--- config.mk ---
export PLATFORM = sky130hd
export DESIGN_NAME = l2_cache_control_flat
export DESIGN_NICKNAME = d
export VERILOG_FILES = /design/src/rtl/rv32i_types.sv /design/src/rtl/l2_cache_control_if.sv /design/src/rtl/l2_cache_control_perf_counters.sv /design/src/rtl/l2_cache_control.sv /design/src/flat_wrapper.sv
export SDC_FILE = /design/constraint.sdc
export NUM_CORES = 1
export LEC_CHECK = 0
export CAP_MARGIN = 20
export CORE_AREA = 2 2 39 41
export DETAILED_ROUTE_END_ITERATION = 6
export DIE_AREA = 0 0 41 43
export DONT_BUFFER_PORTS = 1
export PLACE_DENSITY = 0.3
export SYNTH_ARGS = -nofsm -noshare
export SYNTH_HDL_FRONTEND = slang
export SYNTH_HIERARCHICAL = 1
export SYNTH_SLANG_ARGS = --single-unit
export TNS_END_PERCENT = 20
--- constraint.sdc ---
create_clock -name clk -period 1.7 [get_ports clk]
set_clock_uncertainty 0.05 [all_clocks]
set_input_delay 0.085 -clock clk [delete_from_list [all_inputs] [get_ports clk]]
set_output_delay 0.085 -clock clk [all_outputs]
set_load 0.01 [all_outputs]
--- src/rtl/rv32i_types.sv ---
// rtl/rv32i_types.sv - shared types for the L2 cache controller and its debug monitors
package rv32i_types;

    typedef enum logic [1:0] {
        L2_IDLE      = 2'd0,
        L2_WRITEBACK = 2'd1,
        L2_ALLOCATE  = 2'd2
    } l2_ctrl_state_t;

    // Dirty bit of the way the LRU logic has picked as the victim
    function automatic logic victim_dirty(input logic [3:0] dirty, input logic [1:0] lru);
        return dirty[lru];
    endfunction

endpackage

--- src/rtl/l2_cache_control_if.sv ---
// rtl/l2_cache_control_if.sv - arbiter, datapath and memory handshake bundle for the L2 controller
interface l2_cache_control_if;
    logic       mem_read;
    logic       mem_write;
    logic       mem_resp;
    logic       hit_any;
    logic       dirty0_out;
    logic       dirty1_out;
    logic       dirty2_out;
    logic       dirty3_out;
    logic [1:0] lru_out;
    logic       idling;
    logic       alloc;
    logic       w_back;
    logic       pmem_read;
    logic       pmem_write;
    logic       pmem_resp;

    // Controller side
    modport master (
        input  mem_read, mem_write, hit_any,
        input  dirty0_out, dirty1_out, dirty2_out, dirty3_out, lru_out,
        input  pmem_resp,
        output mem_resp, idling, alloc, w_back, pmem_read, pmem_write
    );

    // Arbiter / datapath / memory side
    modport slave (
        output mem_read, mem_write, hit_any,
        output dirty0_out, dirty1_out, dirty2_out, dirty3_out, lru_out,
        output pmem_resp,
        input  mem_resp, idling, alloc, w_back, pmem_read, pmem_write
    );
endinterface

--- src/rtl/l2_cache_control_perf_counters.sv ---
// rtl/l2_cache_control_perf_counters.sv - saturating hit/miss/writeback counters (L2_PERF_CNT_EN only)
module l2_perf_counters (
    input  logic        clk,
    input  logic        rst_n,
    input  logic        resp_evt_i,
    input  logic        miss_evt_i,
    input  logic        wb_evt_i,
    output logic [31:0] hit_count_o,
    output logic [31:0] miss_count_o,
    output logic [31:0] wb_count_o
);
    logic [31:0] hit_count_q, hit_count_d;
    logic [31:0] miss_count_q, miss_count_d;
    logic [31:0] wb_count_q, wb_count_d;
    logic        miss_pending_q, miss_pending_d;

    // Next counts; a response while a miss is pending is the re-lookup, not a hit
    always_comb begin
        hit_count_d    = hit_count_q;
        miss_count_d   = miss_count_q;
        wb_count_d     = wb_count_q;
        miss_pending_d = miss_pending_q;
        if (miss_evt_i) begin
            miss_pending_d = 1'b1;
        end else if (resp_evt_i) begin
            miss_pending_d = 1'b0;
        end
        if (resp_evt_i && !miss_pending_q && hit_count_q != 32'hFFFF_FFFF) begin
            hit_count_d = hit_count_q + 32'd1;
        end
        if (miss_evt_i && miss_count_q != 32'hFFFF_FFFF) begin
            miss_count_d = miss_count_q + 32'd1;
        end
        if (wb_evt_i && wb_count_q != 32'hFFFF_FFFF) begin
            wb_count_d = wb_count_q + 32'd1;
        end
    end

    // Counter registers, cleared only by reset
    always_ff @(posedge clk) begin
        if (!rst_n) begin
            hit_count_q    <= 32'd0;
            miss_count_q   <= 32'd0;
            wb_count_q     <= 32'd0;
            miss_pending_q <= 1'b0;
        end else begin
            hit_count_q    <= hit_count_d;
            miss_count_q   <= miss_count_d;
            wb_count_q     <= wb_count_d;
            miss_pending_q <= miss_pending_d;
        end
    end

    assign hit_count_o  = hit_count_q;
    assign miss_count_o = miss_count_q;
    assign wb_count_o   = wb_count_q;
endmodule

--- src/rtl/l2_cache_control.sv ---
// rtl/l2_cache_control.sv - L2 write-back/write-allocate sequencing FSM; L2_PERF_CNT_EN adds counters
module l2_cache_control
    import rv32i_types::*;
(
    input logic              clk,
    input logic              rst_n,
    l2_cache_control_if.master bus
`ifdef L2_PERF_CNT_EN
    ,
    output logic [31:0]      hit_count,
    output logic [31:0]      miss_count,
    output logic [31:0]      wb_count
`endif
);
    l2_ctrl_state_t state_q, state_d;
    logic           req;
    logic           dirty_sel;
    logic           mem_resp_d;
    logic           idling_d;
    logic           alloc_d;
    logic           w_back_d;
    logic           pmem_read_d;
    logic           pmem_write_d;

    assign req       = bus.mem_read | bus.mem_write;
    assign dirty_sel = victim_dirty({bus.dirty3_out, bus.dirty2_out, bus.dirty1_out, bus.dirty0_out},
                                    bus.lru_out);

    // State register
    always_ff @(posedge clk) begin
        if (!rst_n) begin
            state_q <= L2_IDLE;
        end else begin
            state_q <= state_d;
        end
    end

    // Next state plus Moore strobes; mem_resp is the only Mealy output
    always_comb begin
        state_d      = state_q;
        mem_resp_d   = 1'b0;
        idling_d     = 1'b0;
        alloc_d      = 1'b0;
        w_back_d     = 1'b0;
        pmem_read_d  = 1'b0;
        pmem_write_d = 1'b0;
        unique case (state_q)
            L2_IDLE: begin
                idling_d = 1'b1;
                if (req) begin
                    if (bus.hit_any) begin
                        mem_resp_d = 1'b1;
                    end else if (dirty_sel) begin
                        state_d = L2_WRITEBACK;
                    end else begin
                        state_d = L2_ALLOCATE;
                    end
                end
            end
            L2_WRITEBACK: begin
                w_back_d     = 1'b1;
                pmem_write_d = 1'b1;
                if (bus.pmem_resp) begin
                    state_d = L2_ALLOCATE;
                end
            end
            L2_ALLOCATE: begin
                alloc_d     = 1'b1;
                pmem_read_d = 1'b1;
                if (bus.pmem_resp) begin
                    state_d = L2_IDLE;
                end
            end
            default: begin
                state_d = L2_IDLE;
            end
        endcase
    end

    assign bus.mem_resp   = mem_resp_d;
    assign bus.idling     = idling_d;
    assign bus.alloc      = alloc_d;
    assign bus.w_back     = w_back_d;
    assign bus.pmem_read  = pmem_read_d;
    assign bus.pmem_write = pmem_write_d;

`ifdef L2_PERF_CNT_EN
    l2_perf_counters u_perf (
        .clk          (clk),
        .rst_n        (rst_n),
        .resp_evt_i   (mem_resp_d),
        .miss_evt_i   (state_q == L2_IDLE && req && !bus.hit_any),
        .wb_evt_i     (state_q == L2_WRITEBACK && bus.pmem_resp),
        .hit_count_o  (hit_count),
        .miss_count_o (miss_count),
        .wb_count_o   (wb_count)
    );
`endif
endmodule

--- src/flat_wrapper.sv ---
// flat-port wrapper written by rule: the top's interface ports become plain ports
module l2_cache_control_flat import rv32i_types::*;
  (clk, rst_n, bus_mem_read, bus_mem_write, bus_hit_any, bus_dirty0_out, bus_dirty1_out, bus_dirty2_out, bus_dirty3_out, bus_lru_out, bus_pmem_resp, bus_mem_resp, bus_idling, bus_alloc, bus_w_back, bus_pmem_read, bus_pmem_write);
  l2_cache_control_if bus_i ();
  input logic clk;
  input logic rst_n;
  input wire logic [$bits(bus_i.mem_read)-1:0] bus_mem_read;
  input wire logic [$bits(bus_i.mem_write)-1:0] bus_mem_write;
  input wire logic [$bits(bus_i.hit_any)-1:0] bus_hit_any;
  input wire logic [$bits(bus_i.dirty0_out)-1:0] bus_dirty0_out;
  input wire logic [$bits(bus_i.dirty1_out)-1:0] bus_dirty1_out;
  input wire logic [$bits(bus_i.dirty2_out)-1:0] bus_dirty2_out;
  input wire logic [$bits(bus_i.dirty3_out)-1:0] bus_dirty3_out;
  input wire logic [$bits(bus_i.lru_out)-1:0] bus_lru_out;
  input wire logic [$bits(bus_i.pmem_resp)-1:0] bus_pmem_resp;
  output wire logic [$bits(bus_i.mem_resp)-1:0] bus_mem_resp;
  output wire logic [$bits(bus_i.idling)-1:0] bus_idling;
  output wire logic [$bits(bus_i.alloc)-1:0] bus_alloc;
  output wire logic [$bits(bus_i.w_back)-1:0] bus_w_back;
  output wire logic [$bits(bus_i.pmem_read)-1:0] bus_pmem_read;
  output wire logic [$bits(bus_i.pmem_write)-1:0] bus_pmem_write;
  assign bus_i.mem_read = bus_mem_read;
  assign bus_i.mem_write = bus_mem_write;
  assign bus_i.hit_any = bus_hit_any;
  assign bus_i.dirty0_out = bus_dirty0_out;
  assign bus_i.dirty1_out = bus_dirty1_out;
  assign bus_i.dirty2_out = bus_dirty2_out;
  assign bus_i.dirty3_out = bus_dirty3_out;
  assign bus_i.lru_out = bus_lru_out;
  assign bus_i.pmem_resp = bus_pmem_resp;
  assign bus_mem_resp = bus_i.mem_resp;
  assign bus_idling = bus_i.idling;
  assign bus_alloc = bus_i.alloc;
  assign bus_w_back = bus_i.w_back;
  assign bus_pmem_read = bus_i.pmem_read;
  assign bus_pmem_write = bus_i.pmem_write;
  l2_cache_control u_core (.clk(clk), .rst_n(rst_n), .bus(bus_i));
endmodule
[Yosys cells after proc, flatten, opt, wreduce, memory -nomap -nowiden]
Cells that the tools add are included.
Cells by class
  bitwise gates (word level): 1
  order comparisons: 1
  reductions and logical operators: 2
  mux-type cells: 14
  equality and inequality tests: 6
  multiply operators: 0
  add/sub/neg operators: 0
  shift-type cells: 0
  div/mod/pow operators: 0
Operators by type and width (number)
  2-bit 2-to-1 mux: 5
  1-bit 2-to-1 mux: 7
  2-bit != test, second input constant: 3
  2-bit one-hot mux with 3 select lines: 1
  4-bit AND reduction: 1
  2-bit by 3-bit less-than comparator with 1-bit output, second input constant: 1
  1-bit binary-select mux with 2-bit select: 1
  2-bit by 1-bit == test with 1-bit output, second input constant: 1
  2-bit == test, second input constant: 1
  2-bit zero test: 1
  2-bit by 1-bit != test with 1-bit output, second input constant: 1
  1-bit bitwise OR: 1
Word-level totals
  memories kept: 0
  bits in read-only memories: 0
  register bits: 2
  input port bits: 12
  latch bits: 0
  output and inout bits: 6
  RAM bits: 0

[Longest topological paths before layout]
Gate-level depths: netlist of the first run.
  word-level depth: 6
  gate-level depth with buffers: 3

[Least setup slack after synthesis of the first run]
OpenSTA, ideal clock, no wires.
  path kind: register to register
  from: register u_core.state_q[1]
  to: register u_core.state_q[1]
  path slack: 554 ps
  data required time: 1575 ps
  clock period less this slack: 1146 ps
  arrival: 1021 ps
  stages on the path, launching flop included: 4
  cells stage by stage: dfxtp_1 > nor2_4 > or4b_1 > o22ai_1
On the way
  word-level cells in the longest chain between the ends: 3
RTL lines
  start: declaration: line l2_cache_control.sv:15  | l2_ctrl_state_t state_q, state_d;
  start signal: assignment: line l2_cache_control.sv:34  | state_q <= state_d;
  2-bit == test (tied with other cells): line l2_cache_control.sv:47  | unique case (state_q)
  2-bit != test (no line) / 2-bit by 1-bit != test with 1-bit output (equally long branches)
  4-bit AND reduction (no line)
Several ways; a longest one is shown, not always the timed one.
A chain may end at the register's enable or synchronous reset.

==> results of run 1 <==
## cells by family after synthesis
family / after synthesis
AND/OR/NAND/NOR: 7
buffers and inverters: 4
AO/OA/AOI/OAI: 2
multiplexers: 2
flip-flops: 2
## cell usage in the layout, fill, tap and decap left out
cell,netlist,final
nor2_4,1,1
dlygate4sd3_1,0,1
inv_1,2,2
mux4_2,1,1
or4b_1,1,1
nor2_1,1,1
clkbuf_4,0,3
nor2b_1,1,1
buf_4,2,1
and3b_1,1,1
and2b_1,1,1
mux2i_1,1,1
nor4b_1,1,1
dfxtp_1,2,2
o22ai_1,1,1
a32o_1,1,1
## worst max-delay path, cell delays in order
cell           delay [ps]
dlygate4sd3_1         560
inv_1                  70
or4b_1                500
o22ai_1               170
## how the worst max path moves through the flow
stage / depth (start not counted) / start / to
after floorplan: 3 / u_core/state_q[1] / u_core/state_q[1]
after global placement: 3 / u_core/state_q[1] / u_core/state_q[1]
after detailed placement: 3 / u_core/state_q[1] / u_core/state_q[1]
after CTS: 4 / rst_n / u_core/state_q[1]
after global routing: 4 / rst_n / u_core/state_q[1]
final: 4 / rst_n / u_core/state_q[1]
## power by group through the flow
stage	Sequential, mW	Combinational (mW)	Clock [mW]
6_report	0.0556	0.0440	0.104
3_3_place_gp	0.0564	0.0419	0
3_5_place_dp	0.0562	0.0419	0
4_1_cts	0.0556	0.0444	0.114
2_1_floorplan	0.0557	0.0393	0
5_1_grt	0.0562	0.0482	0.119
## per-layer routing
| metal | wire length, um | track usage | vias to the layer above |
|---|---|---|---|
| met4 | 0 | 0.100 | 0 |
| met1 | 148 | 0.0581 | 63 |
| li1 | - | - | 70 |
| met3 | 61 | 0.0157 | 0 |
| met2 | 178 | 0.0719 | 14 |
| met5 | 0 | 0 | - |
## area by class of cell
cell class                      instances  area (sq um)  area share
Inverter                                2          7.51      0.0353
Tap cell                               16          20.0      0.0941
Clock buffer                            3          22.5       0.106
Timing Repair Buffer                    2          17.5      0.0824
Sequential cell                         2          40.0       0.188
Multi-Input combinational cell         11           105       0.494
## timing repair
item / in CTS / in global routing
endpoints found under the setup margin: 0 / 0
hold endpoints to repair: 2 / 0
hold buffers: 1 / 0
==> results.toml, run 1 <==
[synthesis]
ys_seq_elements = 2
synth-compound-area-share = 0.0970
netlist_area_sq_um = 168
synth-simple-area-share = 0.336
yosysTopAreaCell = "dfxtp_1"
avgSynthCellArea_sq_um = 9.86
ys_async_sr_fraction = 0
synth_top_family_by_area = "simple AND/OR/NAND/NOR gates"
synth_xor_area_frac = 0
ys_seq_area_frac = 0.239
synth_edf_count = 0
synthCells = 17
ys.flop_type = "dfxtp_1"
synth_cell_types = 14
ys_top_cells_by_count = "buf_4 (2), dfxtp_1 (2), inv_1 (2)"
synthMuxAreaShare = 0.194
syn_nets = 29
yosys_warnings = 6
synth-adder-area-share = 0
synth.area.top_cells = "dfxtp_1 (24%), mux4_2 (13%), buf_4 (9.0%)"
netlist.area_leader.share = 0.239

[cts]
cts_resized = 0
clock_path_buffers = 2
root_buffer = "clkbuf_4"
clk_pin_slew_ps = 30
post_cts_buffers = 0
cts_tree = "yes"
clkLatencyLatePin_ps = 220
clock_sinks = 2
numCtsBuffers = 3
htreeDepth = 1

[placed_design]
pre_cts_ws_ps = 465
dp_cells = 32
port_buffers = 0
placed_cell_area_sq_um = 180
place_congestion = 0.545

[layout]
reg.largest.list = "u_core/state_q x2"
fin_cells = 36
area_growth_pct = 26.9
num-fill-cells = 160
drive_gt1_frac = 0.300
fin_nets = 34
final_area_sq_um = 213
diodes = 0
largest_reg_flops = 2
top_register = "u_core/state_q"
fin_util = 0.154

[hold_path]
min_to = "u_core/state_q[1]"
min_path_type = "input pin to register"
hold_depth = 2
hold_start = "bus_hit_any"

[run_status]
status = "complete, no violations"

[critical_path]
worst_r2r_endpoint = "u_core/state_q[1]"
worstSetupPathType = "input pin to register"
rrSetupSlack_ps = 470
reg2reg_from = "u_core/state_q[1]"
crit_fanout = 3
ff2ff_path_depth = 3
startpoint_type = "input pin"
required_ps = 1790
cp-end-kind = "register"
cp_data_arrival_time_ps = 1380

[sta]
maxSlewViolCount = 0
fin_ws_ps = 412
rsz0062_at_grt = "false"
setup-violations-final = 0
fmax_mhz = 776
slew_headroom = 0.782
whs_ps = 31.1
finalCriticalPeriod_ps = 1290
final-hold-violation-count = 0
worstMarginPinSlew_ps = 323
min_period_over_period = 0.758
setup_tns_ps = 0

[detailed_routing]
drt_wl_total_um = 388
ant_nets = 0
drt_iter0_markers = 4
wl_per_cell_um = 10.8
remaining_drc_errors = 0
drt_pass1_iterations = 4
vias = 147
vias_per_cell = 4.08

[floorplanning]
die_w_um = 41
die_area_sq_mm = 0.00176
core_area_sq_mm = 0.00138
die_h_um = 43
ioPinCount = 18
rows = 14
start_util = 0.121

[power]
p_seq_frac = 0.273
ir_drop_uv = 178
p_leak_nw = 0.0910
p_sw_frac = 0.260
power_density_mw_per_mm2 = 957
combPwrFrac = 0.216
switching_power_mw = 0.0530
p_clk_frac = 0.510
p_total_mw = 0.204
internal_power_mw = 0.151

[grt]
antenna_found_initial = 0
grt_first_pass_wirelength_um = 607
grt_pass1_vias = 149
grt.total_usage = 0.0593
grt-ovfl-total = 0
grt_max_degree = 5

[job]
max_cap_viol_count = 0
(Power assumes the default switching activity.)
==> inputs of run 2 (changes only) <==
Settings changed: ABC_AREA set to 1, PLACE_DENSITY 0.3 to 0.33.
Clock period 1.7 ns to 1.16 ns, I/O delays scaled along.
==> results.toml, run 2 <==
[critical_path]
cp-end-kind = "output pin"
rrSetupSlack_ps = 220
crit_fanout = 4
ff2ff_path_depth = 5
worstSetupPathType = "register to output pin"
required_ps = 1050
cp_data_arrival_time_ps = 990
startpoint_type = "register"

[cts]
clock_sinks = 2
cts_tree = "yes"
clkLatencyLatePin_ps = 220
post_cts_buffers = 0
clk_pin_slew_ps = 30
clock_path_buffers = 2
cts_resized = 0
root_buffer = "clkbuf_4"
htreeDepth = 1
numCtsBuffers = 3

[detailed_routing]
drt_iter0_markers = 1
drt_wl_total_um = 471
vias = 214
ant_nets = 0
remaining_drc_errors = 0
drt_pass1_iterations = 2
vias_per_cell = 3.82
wl_per_cell_um = 8.41

[hold_path]
hold_depth = 3
min_path_type = "input pin to register"

[sta]
maxSlewViolCount = 0
whs_ps = 109
fmax_mhz = 908
worstMarginPinSlew_ps = 160
slew_headroom = 0.893
fin_ws_ps = 58.6
rsz0062_at_grt = "false"
finalCriticalPeriod_ps = 1100
min_period_over_period = 0.950
setup-violations-final = 0
setup_tns_ps = 0
final-hold-violation-count = 0

[floorplanning]
die_area_sq_mm = 0.00176
ioPinCount = 18
rows = 14
core_area_sq_mm = 0.00138
die_h_um = 43
start_util = 0.152
die_w_um = 41

[placed_design]
place_hpwl_um = 381
pre_cts_ws_ps = 215
port_buffers = 0
place_congestion = 0.670

[synthesis]
yosysTopAreaCell = "dfxtp_1"
synthCells = 34
synth.area.top_cells = "dfxtp_1 (19%), inv_1 (18%), nand2_1 (16%)"
ys_seq_elements = 2
ys.flop_type = "dfxtp_1"
ys_top_cells_by_count = "inv_1 (10), nand2_1 (9), nand3_1 (3)"
syn_nets = 46
avgSynthCellArea_sq_um = 6.18
netlist.area_leader.share = 0.190
synth_cell_types = 12
ys_seq_area_frac = 0.190
yosys_warnings = 6
yosysMostFrequentCell = "inv_1"
synth_edf_count = 0
ys_async_sr_fraction = 0
netlist_area_sq_um = 210

[power]
p_leak_nw = 0.157
internal_power_mw = 0.228
combPwrFrac = 0.275
ir_drop_uv = 430
switching_power_mw = 0.0902
p_seq_frac = 0.248
p_clk_frac = 0.477
power_density_mw_per_mm2 = 1140
p_sw_frac = 0.283

[layout]
diodes = 0
largest_reg_flops = 2
num-fill-cells = 157
reg.largest.list = "u_core/state_q x2"
fin_nets = 54
layout_commonest_cell = "inv_1"
top_register = "u_core/state_q"
area_growth_pct = 33.3
final_cell_mix = "inv_1 (10), nand2_1 (9), clkbuf_4 (3), buf_4 (3), nand3_1 (3)"
drive_gt1_frac = 0.275

[grt]
antenna_found_initial = 0
grt_pass1_vias = 196
grt-ovfl-total = 0
grt.total_usage = 0.0651
grt_max_degree = 5
grt_first_pass_wirelength_um = 703

[job]
max_cap_viol_count = 0

[run_status]
status = "complete, no violations"
==> run 2: cell count changes after synthesis, sizes merged, moves of 2 or more <==
| cell | previous run | this run |
|---|---|---|
| nand3 | 0 | 4 |
| nand2 | 0 | 9 |
| a21oi | 0 | 2 |
| inv | 2 | 10 |
==> run 2: timing repair <==
| action | CTS | global route |
|---|---|---|
| hold buffers | 2 | 0 |
| hold endpoints to repair | 2 | 0 |
| setup endpoints to repair | 0 | 0 |
==> run 2: layer usage <==
metal | wire (um) | global-route usage | share of wire | up-vias
li1 | - | - | - | 112
met1 | 206 | 0.0671 | 0.44 | 90
met2 | 218 | 0.0813 | 0.46 | 12
met3 | 46 | 0.0471 | 0.098 | 0
met4 | 0 | 0.0600 | 0 | 0
met5 | 0 | 0 | 0 | -
==> run 2: through the flow <==
stage,cell area (sq um),cells,total power [mW],utilization
after floorplan,210,34,0.146,-
after global placement,238,51,0.163,0.172
after detailed placement,238,51,0.163,0.172
after CTS,280,56,0.330,0.203
after global routing,280,56,0.347,0.203
final,280,56,0.319,0.203
==> run 2: final timing paths <==
kind | start | end
max | u_core/state_q[0] | bus_mem_resp
min reg2reg | u_core/state_q[1] | u_core/state_q[1]
max reg2reg | u_core/state_q[0] | u_core/state_q[1]
min | bus_lru_out[1] | u_core/state_q[0]
==> run 2: area by class of cell <==
cell class                      count  area (sq um)  area share
Timing Repair Buffer                5          42.5       0.152
Clock buffer                        3          22.5      0.0804
Tap cell                           16          20.0      0.0714
Inverter                           10          37.5       0.134
Multi-Input combinational cell     20           118       0.420
Sequential cell                     2          40.0       0.143
==> run 2: kinds of logic after synthesis <==
family / Yosys count / share of synthesized area
compound gates: 3 / 0.107
flops: 2 / 0.190
simple gates: 17 / 0.452
buf+inv: 12 / 0.250
==> run 2: worst max-delay path, stage by stage, from the launching register on <==
cell and delay [ps]:
dfxtp_1 330, nor2_2 110, buf_4 130, and3_1 200
==> run 2: power by group through the flow <==
| stage | Sequential [mW] | Combinational (mW) | Clock (mW) |
|---|---|---|---|
| 3_5_place_dp | 0.0797 | 0.0838 | 0 |
| 5_1_grt | 0.0792 | 0.0969 | 0.170 |
| 2_1_floorplan | 0.0790 | 0.0672 | 0 |
| 3_3_place_gp | 0.0798 | 0.0834 | 0 |
| 6_report | 0.0789 | 0.0878 | 0.152 |
| 4_1_cts | 0.0788 | 0.0893 | 0.162 |
